### src/rtl/brent_kung_adder8_pkg.sv
// ----------------------------------------------------------------------------
// bka_pkg
//   Shared definitions for the 8-bit Brent-Kung prefix adder.
//   BKA_WIDTH : fixed operand width (8).
//   gp_t      : generate/propagate pair carried through the prefix tree.
// ----------------------------------------------------------------------------
package bka_pkg;

   localparam int unsigned BKA_WIDTH = 8;

   typedef struct packed {
      logic g;
      logic p;
   } gp_t;

endpackage : bka_pkg

### src/rtl/brent_kung_adder8_if.sv
// ----------------------------------------------------------------------------
// brent_kung_adder8_if
//   Operand/result bundle of the Brent-Kung adder.
//   A, B   : unsigned addends (BKA_WIDTH bits)
//   Cin    : carry-in
//   Sum    : registered sum bits
//   Cout   : registered carry-out
//   master : the side that supplies operands and reads the result
//   slave  : the adder itself
// ----------------------------------------------------------------------------
interface brent_kung_adder8_if;
   import bka_pkg::*;

   logic [BKA_WIDTH-1:0] A;
   logic [BKA_WIDTH-1:0] B;
   logic                 Cin;
   logic [BKA_WIDTH-1:0] Sum;
   logic                 Cout;

   modport master (
      output A,
      output B,
      output Cin,
      input  Sum,
      input  Cout
   );

   modport slave (
      input  A,
      input  B,
      input  Cin,
      output Sum,
      output Cout
   );

endinterface : brent_kung_adder8_if

### src/rtl/brent_kung_adder8_prefix_cell.sv
// ----------------------------------------------------------------------------
// bk_prefix_cell
//   Combinational prefix "dot" operator:
//   (g_out, p_out) = (g_hi | p_hi & g_lo, p_hi & p_lo)
//   g_hi/p_hi : group signals of the more significant span
//   g_lo/p_lo : group signals of the adjacent less significant span
// ----------------------------------------------------------------------------
module bk_prefix_cell (
   input  logic g_hi,
   input  logic p_hi,
   input  logic g_lo,
   input  logic p_lo,
   output logic g_out,
   output logic p_out
);

   assign g_out = g_hi | (p_hi & g_lo);
   assign p_out = p_hi & p_lo;

endmodule : bk_prefix_cell

### src/rtl/brent_kung_adder8.sv
// ----------------------------------------------------------------------------
// brent_kung_adder8
//   8-bit parallel-prefix adder (Brent-Kung carry network) with a single
//   registered output stage: {Cout, Sum} = A + B + Cin, latency 1 cycle.
//   clk : rising-edge clock
//   rst : synchronous active-high reset, clears Sum/Cout
//   bus : slave side of brent_kung_adder8_if (A, B, Cin in; Sum, Cout out)
// ----------------------------------------------------------------------------
module brent_kung_adder8
   import bka_pkg::*;
(
   input  logic                       clk,
   input  logic                       rst,
   brent_kung_adder8_if.slave         bus
);

   // Bit-level generate/propagate.
   gp_t [BKA_WIDTH-1:0] bit_gp;

   always_comb begin
      for (int unsigned i = 0; i < BKA_WIDTH; i++) begin
         bit_gp[i].g = bus.A[i] & bus.B[i];
         bit_gp[i].p = bus.A[i] ^ bus.B[i];
      end
   end

   // Cin acts as generate bit g_-1 with p_-1 = 0. Merging it into bit 0 up
   // front makes every span [k:0] below really mean [k:-1], so each group
   // generate is directly the carry into the next bit.
   gp_t s0_0;

   bk_prefix_cell u_cin (
      .g_hi (bit_gp[0].g), .p_hi (bit_gp[0].p),
      .g_lo (bus.Cin),     .p_lo (1'b0),
      .g_out(s0_0.g),      .p_out(s0_0.p)
   );

   // Up-sweep, level 1
   gp_t s1_0, s3_2, s5_4, s7_6;

   bk_prefix_cell u_up1_10 (
      .g_hi (bit_gp[1].g), .p_hi (bit_gp[1].p),
      .g_lo (s0_0.g),      .p_lo (s0_0.p),
      .g_out(s1_0.g),      .p_out(s1_0.p)
   );
   bk_prefix_cell u_up1_32 (
      .g_hi (bit_gp[3].g), .p_hi (bit_gp[3].p),
      .g_lo (bit_gp[2].g), .p_lo (bit_gp[2].p),
      .g_out(s3_2.g),      .p_out(s3_2.p)
   );
   bk_prefix_cell u_up1_54 (
      .g_hi (bit_gp[5].g), .p_hi (bit_gp[5].p),
      .g_lo (bit_gp[4].g), .p_lo (bit_gp[4].p),
      .g_out(s5_4.g),      .p_out(s5_4.p)
   );
   bk_prefix_cell u_up1_76 (
      .g_hi (bit_gp[7].g), .p_hi (bit_gp[7].p),
      .g_lo (bit_gp[6].g), .p_lo (bit_gp[6].p),
      .g_out(s7_6.g),      .p_out(s7_6.p)
   );

   // Up-sweep, level 2
   gp_t s3_0, s7_4;

   bk_prefix_cell u_up2_30 (
      .g_hi (s3_2.g), .p_hi (s3_2.p),
      .g_lo (s1_0.g), .p_lo (s1_0.p),
      .g_out(s3_0.g), .p_out(s3_0.p)
   );
   bk_prefix_cell u_up2_74 (
      .g_hi (s7_6.g), .p_hi (s7_6.p),
      .g_lo (s5_4.g), .p_lo (s5_4.p),
      .g_out(s7_4.g), .p_out(s7_4.p)
   );

   // Up-sweep, level 3
   gp_t s7_0;

   bk_prefix_cell u_up3_70 (
      .g_hi (s7_4.g), .p_hi (s7_4.p),
      .g_lo (s3_0.g), .p_lo (s3_0.p),
      .g_out(s7_0.g), .p_out(s7_0.p)
   );

   // Down-sweep: fill in the spans the up-sweep left out
   gp_t s5_0, s2_0, s4_0, s6_0;

   bk_prefix_cell u_dn_50 (
      .g_hi (s5_4.g), .p_hi (s5_4.p),
      .g_lo (s3_0.g), .p_lo (s3_0.p),
      .g_out(s5_0.g), .p_out(s5_0.p)
   );
   bk_prefix_cell u_dn_20 (
      .g_hi (bit_gp[2].g), .p_hi (bit_gp[2].p),
      .g_lo (s1_0.g),      .p_lo (s1_0.p),
      .g_out(s2_0.g),      .p_out(s2_0.p)
   );
   bk_prefix_cell u_dn_40 (
      .g_hi (bit_gp[4].g), .p_hi (bit_gp[4].p),
      .g_lo (s3_0.g),      .p_lo (s3_0.p),
      .g_out(s4_0.g),      .p_out(s4_0.p)
   );
   bk_prefix_cell u_dn_60 (
      .g_hi (bit_gp[6].g), .p_hi (bit_gp[6].p),
      .g_lo (s5_0.g),      .p_lo (s5_0.p),
      .g_out(s6_0.g),      .p_out(s6_0.p)
   );

   // Carry into bit i is the group generate of span [i-1:-1].
   logic [BKA_WIDTH:0]   carry;
   logic [BKA_WIDTH-1:0] sum_d;

   assign carry = {s7_0.g, s6_0.g, s5_0.g, s4_0.g,
                   s3_0.g, s2_0.g, s1_0.g, s0_0.g, bus.Cin};

   always_comb begin
      for (int unsigned i = 0; i < BKA_WIDTH; i++) begin
         sum_d[i] = bit_gp[i].p ^ carry[i];
      end
   end

   // Output register
   logic [BKA_WIDTH-1:0] sum_q;
   logic                 cout_q;

   always_ff @(posedge clk) begin
      if (rst) begin
         sum_q  <= '0;
         cout_q <= 1'b0;
      end else begin
         sum_q  <= sum_d;
         cout_q <= carry[BKA_WIDTH];
      end
   end

   assign bus.Sum  = sum_q;
   assign bus.Cout = cout_q;

endmodule : brent_kung_adder8

### src/flat_wrapper.sv
// flat-port wrapper written by rule: the top's interface ports become plain ports
module brent_kung_adder8_flat import bka_pkg::*;
  (clk, rst, bus_A, bus_B, bus_Cin, bus_Sum, bus_Cout);
  brent_kung_adder8_if bus_i ();
  input  logic clk;
  input  logic rst;
  input wire logic [$bits(bus_i.A)-1:0] bus_A;
  input wire logic [$bits(bus_i.B)-1:0] bus_B;
  input wire logic [$bits(bus_i.Cin)-1:0] bus_Cin;
  output wire logic [$bits(bus_i.Sum)-1:0] bus_Sum;
  output wire logic [$bits(bus_i.Cout)-1:0] bus_Cout;
  assign bus_i.A = bus_A;
  assign bus_i.B = bus_B;
  assign bus_i.Cin = bus_Cin;
  assign bus_Sum = bus_i.Sum;
  assign bus_Cout = bus_i.Cout;
  brent_kung_adder8 u_core (.clk(clk), .rst(rst), .bus(bus_i));
endmodule
### config.mk
export PLATFORM = sky130hd
export DESIGN_NAME = brent_kung_adder8_flat
export DESIGN_NICKNAME = d
export VERILOG_FILES = /design/src/rtl/brent_kung_adder8_pkg.sv /design/src/rtl/brent_kung_adder8_if.sv /design/src/rtl/brent_kung_adder8_prefix_cell.sv /design/src/rtl/brent_kung_adder8.sv /design/src/flat_wrapper.sv
export SDC_FILE = /design/constraint.sdc
export NUM_CORES = 1
export LEC_CHECK = 0
export CAP_MARGIN = 20
export CELL_PAD_IN_SITES_DETAIL_PLACEMENT = 0
export CELL_PAD_IN_SITES_GLOBAL_PLACEMENT = 1
export CORE_ASPECT_RATIO = 1.25
export CORE_MARGIN = 5
export CORE_UTILIZATION = 24
export DETAILED_ROUTE_END_ITERATION = 8
export GPL_TIMING_DRIVEN = 0
export PLACE_DENSITY_LB_ADDON = 0.1
export SLEW_MARGIN = 20
export SYNTH_ARGS = -nofsm -noshare
export SYNTH_HDL_FRONTEND = slang
export SYNTH_SLANG_ARGS = --single-unit
export TNS_END_PERCENT = 100
### constraint.sdc
create_clock -name clk -period 2.1 [get_ports clk]
set_clock_uncertainty 0.05 [all_clocks]
set_input_delay 0.42 -clock clk [delete_from_list [all_inputs] [get_ports clk]]
set_output_delay 0.42 -clock clk [all_outputs]
set_load 0.005 [all_outputs]
; Yosys cells after proc, flatten, opt, wreduce, memory -nomap -nowiden
; Cells that the tools add are included.
[totals]
register_bits = 9
latch_bits = 0
ram_bits = 0
mem_bits_ro = 0
input_bits = 19
out_inout_bits = 9
n_memories = 0
[classes]
add_sub_neg = 0
n_mul = 0
n_div = 0
magnitude_cmp = 0
n_eq_ne = 0
shifts = 0
muxes = 0
bitwise_logic = 52
reduce_logical = 0
[ops]
columns = cell, n
row1 = bitwise AND 1 bit, 24
row2 = bitwise XOR 1 bit, 16
row3 = OR 1 bit, 12

; Logic depth before layout (Yosys ltp)
; Gate-level depths: netlist of run 1.
[logic_depth]
ltp_word = 12
ltp_mapped = 9
depth_no_buf = 9

; Hierarchy
; From an unflattened synthesis of run 1, not the netlist that was laid out.
[hier_totals]
cells_unflattened = 60
area_unflattened_um2 = 584.3
[modules_own_cells]
columns = module, n_inst, cells_per_inst, area_each_um2
row1 = brent_kung_adder8, 1, 36, 404.1
row2 = bk_prefix_cell, 12, 2, 15.0

; Least setup slack after synthesis of run 1
; Ideal clock, no wire load.
[synth_path]
path_type = input to register
startpoint = input bus_Cin
endpoint = register u_core.sum_q[5], in the netlist u_core.bus.Sum[5]
setup_ns = 0.127
arrival_ns = 2.153
setup_slack_ns = -0.231
path_stages = 9
n_path_buf = 0
path_cell_list = inv_1 -> fa_1 -> fa_1 -> nor2b_1 -> o21a_1 -> nor2_1 -> fa_1 -> xor2_1 -> nor2_1
[synth_via]
elab_chain_len = 9
[synth_rtl]
columns = item, line_no
row1 = "start, declared", flat_wrapper.sv:9  ; input wire logic [$bits(bus_i.Cin)-1:0] bus_Cin;
row2 = bitwise AND 1 bit, brent_kung_adder8_prefix_cell.sv:17  ; assign g_out = g_hi | (p_hi & g_lo);
row3 = OR 1 bit, brent_kung_adder8_prefix_cell.sv:17
row4 = bitwise AND 1 bit, brent_kung_adder8_prefix_cell.sv:17
row5 = OR 1 bit, brent_kung_adder8_prefix_cell.sv:17
row6 = bitwise AND 1 bit, brent_kung_adder8_prefix_cell.sv:17
row7 = OR 1 bit, brent_kung_adder8_prefix_cell.sv:17
row8 = bitwise AND 1 bit, brent_kung_adder8_prefix_cell.sv:17
row9 = OR 1 bit, brent_kung_adder8_prefix_cell.sv:17
row10 = bitwise XOR 1 bit, brent_kung_adder8.sv:118  ; sum_d[i] = bit_gp[i].p ^ carry[i];
row11 = "end signal, assigned", brent_kung_adder8.sv:131  ; sum_q <= sum_d;
row12 = "end, declared", brent_kung_adder8.sv:123  ; logic [BKA_WIDTH-1:0] sum_q;
; Every way passes these cells.
; A chain may end at the register's enable or synchronous reset.

; Worst setup path after layout of run 1
[layout_path]
startpoint = input bus_Cin
endpoint = register u_core.sum_q[4], in the netlist u_core.bus.Sum[4]
[layout_via]
elab_chain_len = 7
[layout_rtl]
columns = item, line_no
row1 = bitwise AND 1 bit, brent_kung_adder8_prefix_cell.sv:17
row2 = OR 1 bit, brent_kung_adder8_prefix_cell.sv:17
row3 = bitwise AND 1 bit, brent_kung_adder8_prefix_cell.sv:17
row4 = OR 1 bit, brent_kung_adder8_prefix_cell.sv:17
row5 = bitwise AND 1 bit, brent_kung_adder8_prefix_cell.sv:17
row6 = OR 1 bit, brent_kung_adder8_prefix_cell.sv:17
row7 = bitwise XOR 1 bit, brent_kung_adder8.sv:118
; Every way passes these cells.

==> results.rst, run 1 <==
.. list-table::
   :header-rows: 1

   * - Metric
     - Value
   * - Critical Path Start
     - bus_Cin
   * - Count of final setup violators
     - 1
   * - Worst Setup Start Kind
     - input pin
   * - Nets
     - between 100 and 150
   * - Number of antenna violations at the first check in global routing
     - 0
   * - Total of warnings raised by yosys
     - 0
   * - Cells taking the most area after synthesis
     - sky130_fd_sc_hd__dfxtp_1 (34%), sky130_fd_sc_hd__fa_1 (19%), sky130_fd_sc_hd__ha_1 (14%)
   * - Final Critical Period
     - 2.10 ns
   * - Peak ir drop on the vdd network
     - 0.251 mV
   * - Synth Instances
     - between 50 and 60
   * - Ports placed on the boundary
     - 28
   * - Synthesis-to-finish area growth
     - 72.5%
   * - Worst hold-check path type
     - in -> reg
   * - ANT nets after route
     - 0
   * - Aggregate negative setup slack
     - -0.00297 ns
   * - Post-DP HPWL
     - about 940 µm
   * - CP cell instances
     - buf_8 -> inv_8 -> fa_2 -> fa_2 -> nor2b_4 -> o21a_1 -> nor2_2 -> fa_2 -> nor2_1
   * - Post-synthesis register bit count
     - 9
   * - Global Route met2 Usage
     - 0.131
   * - Largest fanout on the critical path
     - 2
   * - Number of logic stages on the critical path including buffering
     - 9
   * - GR met1 Demand/Resource
     - 0.0805
   * - Detailed-route wire length per cell
     - 9.40 µm
   * - Vias per Instance
     - 4.02
   * - Ratio of cells with drive above 1 in the final layout
     - 0.262
   * - Fraction of the yosys area taken by sequential cells
     - 0.339
   * - Core region area
     - 2160 µm²
   * - Worst-case hold path end point
     - u_core.bus.Sum[0]$_SDFF_PP0_
   * - Net count after synthesis
     - 82
   * - Global-route wire length before repair
     - ~1900 µm
   * - Residual DRC count
     - 0
   * - Number of flops mapped to enable cells by yosys
     - 0
   * - Design Power
     - just over 500 µW
   * - Hold-fix buffers, CTS
     - 0
   * - Cell Area, Synth
     - 532 µm²
   * - Maximum capacitance violations
     - 0
   * - Final wirelength
     - 1080 µm
   * - Count of standard-cell rows
     - 19
   * - Leakage power of the design
     - 0.000423 µW
   * - Kind of capture point of the worst setup path
     - flop
   * - Cells on Worst Hold Path
     - 2
   * - Height of the chip
     - 62.6 µm
   * - Via count of the first global-routing pass
     - 484
   * - Final RePlAce weighted congestion
     - 0.711
   * - Fin crit share
     - 1.00
   * - Area of the die
     - around 3300 µm²
   * - Most used routing layer
     - met2
   * - Mean cell area of the mapped netlist
     - around 10 µm²
   * - Worst Path Buf+Inv
     - 2
   * - Maximum clock rate
     - 0.476 GHz
   * - RSZ-0062 raised after global routing
     - true
   * - Critical path data arrival time
     - 2.19 ns
   * - Number of iterations in the first detailed-routing pass
     - 1
   * - Number of hold violations in the final report
     - 0
   * - Data required time of the worst path
     - 2.18 ns
   * - Largest net degree at the start of global routing
     - 10
   * - Max-slew violations
     - 0
   * - Utilization after layout
     - 0.424
   * - Area leader, netlist
     - sky130_fd_sc_hd__dfxtp_1
   * - Number of distinct library cells after synthesis
     - 15
   * - WS Path Type
     - in -> reg
   * - CTS buffer count
     - 3
   * - CP max-delay cell
     - sky130_fd_sc_hd__fa_2
   * - Horizontal die dimension
     - approximately 52 µm
   * - Status
     - finished with violations
   * - Violations in the final reports
     - negative setup slack
   * - Number of antenna cells inserted
     - 0
   * - Total grt overflow
     - 0
   * - Share of flip-flops with an asynchronous set or reset
     - 0
   * - Sink count of the clock tree
     - 9
   * - Clock tree from TritonCTS
     - yes
   * - CTS clk-pin slew, worst paths
     - ~0.070 ns
   * - Slowest stage delay, CP
     - 0.52 ns
   * - Top-area cell type share of the netlist area
     - 0.339
   * - Minimum setup slack after placement
     - -0.797 ns
   * - Number of buffers on the longest clock path
     - 2
   * - GR met3 Demand/Resource
     - 0.0215
   * - Initial cell density of the core
     - 0.246
   * - Number of DRC violations after detailed-routing iteration 0
     - 0
   * - Predominant post-synthesis flop cell
     - sky130_fd_sc_hd__dfxtp_1
   * - Deepest level of the CTS H-tree
     - 1
   * - Hold Crit Start
     - rst
   * - Power per cell area
     - 558 nW/µm²
   * - Final worst slack
     - -0.00297 ns
   * - GRT Overall Usage
     - 0.0773
   * - Relative slew slack
     - 0.722
   * - Worst hold-check slack
     - 0.477 ns
   * - Clk root buf
     - sky130_fd_sc_hd__clkbuf_4
   * - Leading cell types by count after synthesis
     - sky130_fd_sc_hd__dfxtp_1 (9), sky130_fd_sc_hd__inv_1 (9), sky130_fd_sc_hd__nor2_1 (9)
   * - Family with the most delay on the worst path
     - adder cells
   * - # port buffers
     - 26
   * - Worst Max-Slew Pin Slew
     - 0.417 ns
   * - Total number of vias
     - 462
   * - Cell with the most instances on the worst path
     - sky130_fd_sc_hd__fa_2
-- per-stage QoR --
step                      cells  area [µm²]
after global placement      109         846
after CTS                   114         895
after global routing        115         917
after detailed placement    109         846
after floorplan              52         547
final                       115         917
-- power by group --
group,total [µW],switching (µW),internal (µW)
Sequential,198,5.48,192
Clock,135,64.8,70.2
Combinational,179,68.1,111
-- worst max-delay path by stage --
stage,to,slack [ns]
after floorplan,u_core.bus.Sum[6]$_SDFF_PP0_,-0.11
after global placement,u_core.bus.Sum[5]$_SDFF_PP0_,-0.79
after detailed placement,u_core.bus.Sum[5]$_SDFF_PP0_,-0.80
after CTS,u_core.bus.Sum[5]$_SDFF_PP0_,-0.008
after global routing,u_core.bus.Sum[5]$_SDFF_PP0_,-0.08
final,u_core.bus.Sum[4]$_SDFF_PP0_,-0.003
-- cells in the final DEF, fill, tap and decap left out, types with 2 or more instances in the layout --
master,Yosys,final
sky130_fd_sc_hd__ha_1,6,6
sky130_fd_sc_hd__a21oi_1,2,2
sky130_fd_sc_hd__inv_1,9,6
sky130_fd_sc_hd__dlygate4sd2_1,0,2
sky130_fd_sc_hd__dlymetal6s2s_1,0,2
sky130_fd_sc_hd__o21a_1,2,2
sky130_fd_sc_hd__buf_4,0,2
sky130_fd_sc_hd__fa_2,0,4
sky130_fd_sc_hd__inv_2,0,2
sky130_fd_sc_hd__dfxtp_1,9,9
sky130_fd_sc_hd__clkdlybuf4s50_1,0,19
sky130_fd_sc_hd__clkbuf_4,0,3
sky130_fd_sc_hd__buf_2,0,2
sky130_fd_sc_hd__nor2_1,9,8
sky130_fd_sc_hd__xor2_1,2,2
-- timing repair --
action / CTS / global route
pin swaps: 11 / 4
setup endpoints to repair: 7 / 4
resized for setup: 22 / 4
setup buffers: 1 / 1
-- cell type report --
type / instances / area (µm²)
timing repair buffer: 28 / 273
clock inverter: 1 / 5.00
multi-input combinational: 33 / 353
sequential: 9 / 180
tap: 31 / 38.8
inverter: 9 / 41.3
fill: 233 / 1250
clock buffer: 3 / 22.5
buffer: 1 / 3.75
-- sequential cells by signal, summed over array words and instances, names as in the netlist --
name and flops:
u_core.bus.Sum 8, u_core.bus.Cout 1
-- kinds of logic after synthesis --
kind of cell               synth area share
buffers and inverters                0.0706
adders and majority gates             0.329
AOI/OAI and AO/OA                     0.118
xor gates and xnor gates             0.0494
DFF                                   0.339
and+or+nand+nor                      0.0941
-- metal layers --
| metal | part of all wire | vias to the layer above |
|---|---|---|
| li1 | - | 226 |
| met1 | 0.38 | 219 |
| met2 | 0.54 | 15 |
| met3 | 0.054 | 2 |
| met4 | 0.019 | 0 |
| met5 | 0 | - |
Note: power is estimated with default switching activity, not from simulation.
==> run 2: changes to the inputs <==
--- a/config.mk
+++ b/config.mk
@@ -5,15 +5,11 @@
 export SDC_FILE = /design/constraint.sdc
 export NUM_CORES = 1
 export LEC_CHECK = 0
-export CAP_MARGIN = 20
-export CELL_PAD_IN_SITES_DETAIL_PLACEMENT = 0
-export CELL_PAD_IN_SITES_GLOBAL_PLACEMENT = 1
-export CORE_ASPECT_RATIO = 1.25
 export CORE_MARGIN = 5
-export CORE_UTILIZATION = 24
+export CORE_UTILIZATION = 33
 export DETAILED_ROUTE_END_ITERATION = 8
 export GPL_TIMING_DRIVEN = 0
-export PLACE_DENSITY_LB_ADDON = 0.1
+export PLACE_DENSITY = 0.72
 export SLEW_MARGIN = 20
 export SYNTH_ARGS = -nofsm -noshare
 export SYNTH_HDL_FRONTEND = slang
==> results.rst, run 2 (synthesized netlist as in run 1, its figures left out) <==
.. list-table::
   :header-rows: 1

   * - Metric
     - Value
   * - CTS clk-pin slew, worst paths
     - 0.06 ns
   * - Area of the die
     - 2510 µm²
   * - Via count of the first global-routing pass
     - 473
   * - Power per cell area
     - ~560 nW/µm²
   * - Count of final setup violators
     - 2
   * - CP cell instances
     - buf_6 -> inv_4 -> fa_2 -> fa_2 -> nor2b_4 -> o21a_1 -> nor2_2 -> fa_2 -> nor2_1
   * - Data required time of the worst path
     - 2.17 ns
   * - Kind of capture point of the worst setup path
     - flop
   * - Worst Max-Slew Pin Slew
     - between 0.3 and 0.4 ns
   * - Utilization after layout
     - 0.597
   * - Final wirelength
     - 1190 µm
   * - Ports placed on the boundary
     - 28
   * - Number of antenna cells inserted
     - 0
   * - Global-route wire length before repair
     - slightly below 2000 µm
   * - Maximum clock rate
     - 0.472 GHz
   * - ANT nets after route
     - 0
   * - # port buffers
     - 26
   * - Total number of vias
     - 443
   * - Status
     - finished with violations
   * - Family with the most delay on the worst path
     - adder cells
   * - Worst Setup Start Kind
     - input pin
   * - Number of antenna violations at the first check in global routing
     - 0
   * - Design Power
     - roughly 510 µW
   * - Final worst slack
     - -0.0185 ns
   * - Worst hold-check path type
     - in -> reg
   * - Worst-case hold path end point
     - u_core.bus.Sum[1]$_SDFF_PP0_
   * - Leakage power of the design
     - 0.000421 µW
   * - Synthesis-to-finish area growth
     - 71.1%
   * - Cells on Worst Hold Path
     - 2
   * - Final RePlAce weighted congestion
     - 0.666
   * - Clock tree from TritonCTS
     - yes
   * - Number of iterations in the first detailed-routing pass
     - 4
   * - Horizontal die dimension
     - approximately 50 µm
   * - Count of standard-cell rows
     - 14
   * - Hold-fix buffers, CTS
     - 0
   * - Sink count of the clock tree
     - 9
   * - Final Critical Period
     - 2.12 ns
   * - Largest fanout on the critical path
     - 2
   * - Number of hold violations in the final report
     - 0
   * - Initial cell density of the core
     - 0.349
   * - Hold Crit Start
     - rst
   * - Number of buffers on the longest clock path
     - 2
   * - Height of the chip
     - 50.1 µm
   * - Vias per Instance
     - 4.43
   * - Violations in the final reports
     - negative setup slack
   * - CTS buffer count
     - 3
   * - Largest net degree at the start of global routing
     - 10
   * - Worst hold-check slack
     - 0.464 ns
   * - Clk root buf
     - sky130_fd_sc_hd__clkbuf_4
   * - Peak ir drop on the vdd network
     - between 0.2 and 0.25 mV
   * - Layout Cells excl Fill
     - 100
   * - Number of DRC violations after detailed-routing iteration 0
     - 1
   * - Worst Path Buf+Inv
     - 2
   * - Commonest cells after routing, fill and taps aside
     - sky130_fd_sc_hd__clkdlybuf4s50_1 (19), sky130_fd_sc_hd__dfxtp_1 (9), sky130_fd_sc_hd__nor2_1 (8), sky130_fd_sc_hd__ha_1 (6)
   * - Critical Path Start
     - bus_B[0]
   * - RSZ-0062 raised after global routing
     - true
   * - Deepest level of the CTS H-tree
     - 1
   * - Relative slew slack
     - 0.736
   * - Most common cell after layout, fill and taps aside
     - sky130_fd_sc_hd__clkdlybuf4s50_1
   * - Total grt overflow
     - 0
   * - Critical path data arrival time
     - 2.19 ns
   * - Core region area
     - 1520 µm²
   * - Fin crit share
     - 1.01
   * - Detailed-route wire length per cell
     - 11.9 µm
   * - CP max-delay cell
     - sky130_fd_sc_hd__fa_2
   * - Placed Instances
     - 94
   * - Max FFs per register
     - 8
   * - Slowest stage delay, CP
     - 0.51 ns
   * - Ratio of cells with drive above 1 in the final layout
     - 0.286
   * - WS Path Type
     - in -> reg
   * - Cell with the most instances on the worst path
     - sky130_fd_sc_hd__fa_2
   * - Nets
     - 115
   * - Residual DRC count
     - 0
   * - Max-slew violations
     - 0
   * - GRT Overall Usage
     - 0.102
   * - Maximum capacitance violations
     - 0
   * - Post-DP HPWL
     - between 900 and 1000 µm
[run 2: cell types whose count changed in the layout (fill, tap and decap cells not counted), sizes merged]
| cell | previous run | this run |
|---|---|---|
| clkinv | 1 | 0 |
| clkbuf | 4 | 5 |
[run 2: final cells by class]
| type | count | area, µm² |
|---|---|---|
| fillers | 128 | 614 |
| plain buffers | 1 | 3.75 |
| repair buffers | 28 | 279 |
| flip-flops and latches | 9 | 180 |
| well taps | 16 | 20.0 |
| inverters | 9 | 43.8 |
| clock buffers | 4 | 26.3 |
| multi-input cells | 33 | 357 |
[run 2: worst max path at each step]
stage / end / cells after the start / slack (ns)
global route: u_core.bus.Sum[5]$_SDFF_PP0_ / 10 / -0.08
floorplan: u_core.bus.Sum[6]$_SDFF_PP0_ / 8 / -0.11
detailed placement: u_core.bus.Sum[6]$_SDFF_PP0_ / 9 / -0.80
finish: u_core.bus.Sum[4]$_SDFF_PP0_ / 9 / -0.02
CTS: u_core.bus.Sum[4]$_SDFF_PP0_ / 9 / -0.03
global placement: u_core.bus.Sum[6]$_SDFF_PP0_ / 9 / -0.78
[run 2: per-layer routing]
| metal | track usage | part of all wire | vias to the layer above |
|---|---|---|---|
| li1 | - | - | 229 |
| met1 | 0.0991 | 0.36 | 196 |
| met2 | 0.180 | 0.54 | 16 |
| met3 | 0.0355 | 0.098 | 2 |
| met4 | 0.0655 | 0.0034 | 0 |
| met5 | 0 | 0 | - |
[run 2: timing repair]
item,4_1_cts,5_1_grt
resized for setup,24,7
endpoints found under the setup margin,7,4
pin swaps,10,8
setup buffers,1,1
[run 2: stage by stage]
| stage | setup WS, ns | instance area, µm² | setup TNS (ns) |
|---|---|---|---|
| 2_1_floorplan | -0.106 | 547 | -0.269 |
| 4_1_cts | -0.0260 | 875 | -0.0487 |
| 5_1_grt | -0.0807 | 910 | -0.171 |
| 3_3_place_gp | -0.777 | 827 | -4.10 |
| 3_5_place_dp | -0.798 | 827 | -4.27 |
| 6_report | -0.0185 | 910 | -0.0251 |
[run 2: power breakdown]
group | internal [µW] | switching [µW] | leakage (µW)
clock | 72.7 | 52.3 | 0.0000150
sequential | 193 | 5.18 | 0.0000749
combinational | 113 | 71.7 | 0.000331
==> run 3: changes to the inputs <==
--- a/config.mk
+++ b/config.mk
@@ -5,11 +5,13 @@
 export SDC_FILE = /design/constraint.sdc
 export NUM_CORES = 1
 export LEC_CHECK = 0
-export CORE_MARGIN = 5
-export CORE_UTILIZATION = 33
+export CELL_PAD_IN_SITES_DETAIL_PLACEMENT = 0
+export CELL_PAD_IN_SITES_GLOBAL_PLACEMENT = 2
+export CORE_ASPECT_RATIO = 1.25
+export CORE_UTILIZATION = 19
 export DETAILED_ROUTE_END_ITERATION = 8
 export GPL_TIMING_DRIVEN = 0
-export PLACE_DENSITY = 0.72
+export PLACE_DENSITY_LB_ADDON = 0.1
 export SLEW_MARGIN = 20
 export SYNTH_ARGS = -nofsm -noshare
 export SYNTH_HDL_FRONTEND = slang
==> results.rst, run 3 (synthesized netlist as in run 1, its figures left out) <==
.. list-table::
   :header-rows: 1

   * - Metric
     - Value
   * - Status
     - finished clean
   * - Leakage power of the design
     - between 0.0004 and 0.0005 µW
   * - # port buffers
     - 26
   * - Maximum capacitance violations
     - 0
   * - Sw Share
     - 0.264
   * - Cell with the most instances on the worst path
     - sky130_fd_sc_hd__fa_2
   * - Largest fanout on the critical path
     - 2
   * - Critical Path Start
     - bus_Cin
   * - Sink count of the clock tree
     - 9
   * - Maximum clock rate
     - around 0.48 GHz
   * - Ports placed on the boundary
     - 28
   * - Fillers
     - ~310
   * - Total number of vias
     - 447
   * - CTS buffer count
     - 3
   * - Commonest cells after routing, fill and taps aside
     - sky130_fd_sc_hd__clkdlybuf4s50_1 (19), sky130_fd_sc_hd__dfxtp_1 (9), sky130_fd_sc_hd__nor2_1 (8), sky130_fd_sc_hd__inv_1 (5), sky130_fd_sc_hd__ha_1 (5)
   * - Relative slew slack
     - 0.719
   * - Most common cell after layout, fill and taps aside
     - sky130_fd_sc_hd__clkdlybuf4s50_1
   * - Final RePlAce weighted congestion
     - 0.628
   * - Number of antenna cells inserted
     - 0
   * - Count of final setup violators
     - 0
   * - Footprint of the multi-input gates
     - 358 µm²
   * - Worst hold-check path type
     - in -> reg
   * - CTS clk-pin slew, worst paths
     - around 0.06 ns
   * - Vias per Instance
     - 3.82
   * - Total area of sequential cells
     - roughly 180 µm²
   * - WS Path Type
     - in -> reg
   * - Largest net degree at the start of global routing
     - 10
   * - Clock tree from TritonCTS
     - yes
   * - Number of buffers on the longest clock path
     - 2
   * - Horizontal die dimension
     - 49.3 µm
   * - Aggregate negative setup slack
     - 0 ns
   * - Max FFs per register
     - 8
   * - Clk root buf
     - sky130_fd_sc_hd__clkbuf_4
   * - Total grt overflow
     - 0
   * - RSZ-0062 raised after global routing
     - true
   * - Worst-case hold path end point
     - u_core.bus.Sum[0]$_SDFF_PP0_
   * - Final Critical Period
     - 2.10 ns
   * - Deepest level of the CTS H-tree
     - 1
   * - Number of hold violations in the final report
     - 0
   * - CP cell instances
     - buf_8 -> inv_8 -> fa_2 -> fa_2 -> nor2b_4 -> o21a_1 -> nor2_2 -> fa_2 -> nor2_1
   * - Core region area
     - roughly 2700 µm²
   * - Cells on Worst Hold Path
     - 2
   * - Net switching component of the power
     - 133 µW
   * - Kind of capture point of the worst setup path
     - flop
   * - Initial cell density of the core
     - 0.198
   * - Count of standard-cell rows
     - 21
   * - Number of DRC violations after detailed-routing iteration 0
     - 4
   * - Final wirelength
     - 1020 µm
   * - Hold Crit Start
     - rst
   * - Worst Setup Start Kind
     - input pin
   * - Layout Cells excl Fill
     - 117
   * - Number of antenna violations at the first check in global routing
     - 0
   * - Internal power contribution
     - 372 µW
   * - Detailed-route wire length per cell
     - 8.70 µm
   * - Via count of the first global-routing pass
     - 433
   * - CP max-delay cell
     - sky130_fd_sc_hd__fa_2
   * - Global-route wire length before repair
     - around 1700 µm
   * - Placed Instances
     - ~110
   * - Proportion of power drawn by flip-flops and latches
     - 0.391
   * - Power per cell area
     - ~550 nW/µm²
   * - Worst Max-Slew Pin Slew
     - 0.421 ns
   * - Fin crit share
     - 1.00
   * - Peak ir drop on the vdd network
     - 0.182 mV
   * - Hold-fix buffers, CTS
     - 0
   * - Design Power
     - between 500 and 600 µW
   * - Area of the die
     - 3020 µm²
   * - Nets
     - 114
   * - Max-slew violations
     - 0
   * - GRT Overall Usage
     - 0.0801
   * - Number of iterations in the first detailed-routing pass
     - 2
   * - Synthesis-to-finish area growth
     - 72.7%
   * - Part of the total power dissipated in the clock network
     - 0.259
   * - Residual DRC count
     - 0
   * - Ratio of cells with drive above 1 in the final layout
     - 0.265
   * - Height of the chip
     - 61.1 µm
   * - Combinational power share
     - 0.350
   * - Critical path data arrival time
     - 2.18 ns
   * - Slowest stage delay, CP
     - 0.52 ns
   * - ANT nets after route
     - 0
   * - Data required time of the worst path
     - about 2.2 ns
-- run 3: worst max-delay path by stage --
stage	slack, ns	end	cells after the start
floorplan	-0.11	u_core.bus.Sum[6]$_SDFF_PP0_	8
detailed placement	-0.81	u_core.bus.Sum[6]$_SDFF_PP0_	9
CTS	-0.009	u_core.bus.Sum[4]$_SDFF_PP0_	9
global placement	-0.80	u_core.bus.Sum[5]$_SDFF_PP0_	10
finish	0.0006	u_core.bus.Sum[4]$_SDFF_PP0_	9
global route	-0.06	u_core.bus.Sum[5]$_SDFF_PP0_	10
-- run 3: routing by layer --
| metal | global-route usage | share of wire |
|---|---|---|
| met1 | 0.0789 | 0.40 |
| met2 | 0.139 | 0.52 |
| met3 | 0.0296 | 0.063 |
| met4 | 0.0630 | 0.014 |
| met5 | 0 | 0 |
-- run 3: power groups by stage --
| stage | sequential (µW) | combinational, µW | clock [µW] |
|---|---|---|---|
| after detailed placement | 202 | 169 | 0 |
| after global routing | 200 | 199 | 154 |
| after global placement | 202 | 168 | 0 |
| after CTS | 198 | 179 | 140 |
| after floorplan | 205 | 73.5 | 0 |
| final | 197 | 177 | 131 |
-- run 3: critical path, delay by kind of cell --
family	cells	cell delay (ns)
buffers and inverters	2	0.10
and+or+nand+nor	3	0.25
adders and majority gates	3	1.27
AOI/OAI and AO/OA	1	0.15
-- run 3: what timing repair did --
item                       CTS  global route
gates cloned                 0             0
pin swaps                    8             2
buffers inserted             1             0
gates resized for setup     22             4
hold endpoints to repair     0             0
setup endpoints to repair    7             4
-- run 3: area by class of cell --
class                      count  area share
buffer                         1     0.00409
clock buffer                   3      0.0245
clock inverter                 1     0.00545
inverter                       9      0.0450
multi-input combinational     33       0.390
sequential                     9       0.196
tap                           34      0.0463
timing repair buffer          27       0.289
-- run 3: metrics by stage --
step / worst slack (ns) / util / cell area (µm²) / hold slack, ns
2_1_floorplan: -0.106 / - / 547 / 0.634
3_3_place_gp: -0.798 / 0.317 / 850 / 0.755
3_5_place_dp: -0.806 / 0.317 / 850 / 0.754
4_1_cts: -0.00876 / 0.336 / 901 / 0.479
5_1_grt: -0.0556 / 0.343 / 918 / 0.488
6_report: 0.000567 / 0.343 / 918 / 0.472
==> edit, RTL diff (settings of run 3) <==
`sum_q` no longer has a reset.
--- a/src/rtl/brent_kung_adder8.sv
+++ b/src/rtl/brent_kung_adder8.sv
@@ -125,12 +125,14 @@
 
    always_ff @(posedge clk) begin
       if (rst) begin
-         sum_q  <= '0;
          cout_q <= 1'b0;
       end else begin
-         sum_q  <= sum_d;
          cout_q <= carry[BKA_WIDTH];
       end
+   end
+
+   always_ff @(posedge clk) begin
+      sum_q <= sum_d;
    end
 
    assign bus.Sum  = sum_q;
Behaviour: not the same (a bounded check fails within 4 cycles, from zero or initial values and one cycle with rst high).
==> edit against run 3 <==
  * Synthesized area decreased by 4.0%
  * Highest routed layer is now met3
  * Hold slack improved by 0.037 ns
  * Final area is 3.4% lower
  * Synthesized cell count shrank 9.6%
  * Critical path depth stayed put
  * Power is 6.1% higher
  * Largest cell class unchanged
  * Sequential cell count stayed put
  * Non-clock buffer count increased by 2
  * First-iteration DRC count decreased by 50%
  * Die area shrank 3.9%
  * Combinational power rose by 7%
  * Critical endpoint is now u_core.bus.Sum[4]
  * Routed wire length shrank 8.5%
  * Setup slack better by 0.056 ns
==> edit: results (changes against run 3) <==
Layout
• **flip-flop count of the largest register, all copies and words added** 8, unchanged
• **count of fill cells added during filler insertion** 259, was 312
• **final non-filler cell total** 114, was 117
• **fraction of final layout cells with drive strength greater than 1** 24.7%, was 26.5%
• **antenna fix cells** 0, unchanged

Setup path
• **worst endpoint data arrival time** 2.15 ns, was 2.18 ns
• **largest fanout on the critical path** 2, unchanged

Detailed routing
• **total number of vias** 414, was 447
• **post-detailed-routing wire length** 931 um, was 1020 um
• **First-pass DRT Iterations** 2, unchanged
• **drt first-iter violations** 2, was 4

Synth
• **syn avg cell area** 10.9 um2, was 10.2 um2
• **yosys synthesis warning count** 0, unchanged
• **synth top area cells** sky130_fd_sc_hd__dfxtp_1 35%, sky130_fd_sc_hd__fa_1 20%, sky130_fd_sc_hd__ha_1 15%, was sky130_fd_sc_hd__dfxtp_1 34%, sky130_fd_sc_hd__fa_1 19%, sky130_fd_sc_hd__ha_1 14%
• **synthesized net count** 77, was 82
• **sequential area share after synthesis** 35.3%, was 33.9%
• **cell types with the highest counts after synthesis** 13 x sky130_fd_sc_hd__inv_1, 9 x sky130_fd_sc_hd__dfxtp_1, 6 x sky130_fd_sc_hd__ha_1, was 9 x sky130_fd_sc_hd__dfxtp_1, 9 x sky130_fd_sc_hd__inv_1, 9 x sky130_fd_sc_hd__nor2_1
• **Post-synth ARST share** 0%, unchanged
• **number of distinct library cells after synthesis** 14, was 15
• **predominant post-synthesis flop cell** sky130_fd_sc_hd__dfxtp_1, unchanged

Place
• **number of placed cells counting well taps** 107, was 112
• **placement-stage worst setup slack** -0.707 ns, was -0.806 ns
• **gp weighted congestion** 0.622, was 0.628
• **Final HPWL DP** 819 um
• **Port Buffer Count** 27, was 26

Pwr
• **largest vdd supply drop** 0.305 mV, was 0.182 mV
• **total leakage power** 0.413 nW, was 0.412 nW

CTS
• **CTS buffer count** 3, unchanged
• **largest buffer count on any clock path** 2, unchanged
• **clock edge transition at the registers on the reported setup and hold paths** 0.06 ns, about the same
• **H-Tree Depth** 1, unchanged
• **Clk Tree Root Cell** sky130_fd_sc_hd__clkbuf_4, unchanged

Status
• **status** finished clean, unchanged

Hold path
• **hold path start** bus_B[0], was rst
• **Hold Path Sink** u_core.bus.Sum[0], unchanged
• **Hold Path Stages** 4, was 2
• **class of the tightest hold or removal check** in2reg, unchanged

Global routing
• **global-route wire length before repair** 1770 um, was 1700 um
• **largest net degree at the start of global routing** 6, was 10
• **antenna violations before repair** 0, unchanged
• **via count of the first global-routing pass** 430, was 433
• **aggregate global-route resource usage** 8.26%, was 8.01%

STA
• **Slew Limit Headroom** 85.1%, was 71.9%

[edit: layer usage]
| metal | track usage [%] | up-vias | wire, um |
|---|---|---|---|
| met5 | 0 | - | 0 |
| met4 | 5.04 | 0 | 0 |
| met3 | 2.29 | 0 | 54 |
| met2 | 13.3 | 17 | 464 |
| met1 | 9.91 | 183 | 412 |
| li1 | - | 214 | - |
[edit: cell type report]
type                            instances  area, um2  area share, %
Multi-Input combinational cell         25        305           34.4
Timing Repair Buffer                   30        278           31.3
Sequential cell                         9        180           20.3
Inverter                               13       56.3           6.35
Tap cell                               33       41.3           4.65
Clock buffer                            4       26.3           2.96
[edit: power by group]
group	internal, W	switching (W)
Sequential	0.000204	0.00000718
Clock	0.0000733	0.0000622
Combinational	0.000123	0.0000665
[edit: repair_timing]
| action | 4_1_cts | 5_1_grt |
|---|---|---|
| setup endpoints to repair | 7 | 4 |
| pin swaps | 7 | 6 |
| gates resized for setup | 15 | 3 |
| setup buffers | 3 | 0 |
[edit: how the worst max path moves through the flow]
| stage | endpoint | from | slack, ns |
|---|---|---|---|
| 3_3_place_gp | u_core.bus.Sum[5] | bus_Cin | -0.72 |
| 5_1_grt | u_core.bus.Sum[4] | bus_B[0] | 0.0003 |
| 6_report | u_core.bus.Sum[4] | bus_B[0] | 0.06 |
| 2_1_floorplan | u_core.bus.Sum[5] | bus_Cin | -0.04 |
| 3_5_place_dp | u_core.bus.Sum[4] | bus_Cin | -0.71 |
| 4_1_cts | u_core.bus.Sum[4] | bus_B[1] | 0.005 |
[edit: metrics by stage]
stage | power (W) | utilization, % | hold slack, ns | area [um2]
detailed placement | 0.000402 | 33.8 | 0.934 | 837
CTS | 0.000554 | 35.9 | 0.523 | 890
finish | 0.000536 | 35.8 | 0.509 | 887
floorplan | 0.000288 | - | 0.438 | 526
global route | 0.000582 | 35.8 | 0.513 | 887
global placement | 0.000402 | 33.8 | 0.956 | 837
[edit: critical path: stages]
cell	delay, ns
sky130_fd_sc_hd__clkbuf_2	0.09
sky130_fd_sc_hd__inv_2	0.04
sky130_fd_sc_hd__fa_2	0.38
sky130_fd_sc_hd__fa_2	0.38
sky130_fd_sc_hd__nor2b_2	0.13
sky130_fd_sc_hd__o21a_1	0.13
sky130_fd_sc_hd__nor2_2	0.05
sky130_fd_sc_hd__fa_2	0.51
sky130_fd_sc_hd__inv_1	0.03
[edit: logic make-up (layout without fill, tap and decap cells)]
logic type      Yosys count  in the layout  share of synthesized area [%]
xor+xnor                  3              3                           5.15
fa+ha+maj                11             11                           34.3
compound gates            7              7                           12.3
simple gates              4              4                           3.43
buf+inv                  13             47                           9.56
flops                     9              9                           35.3
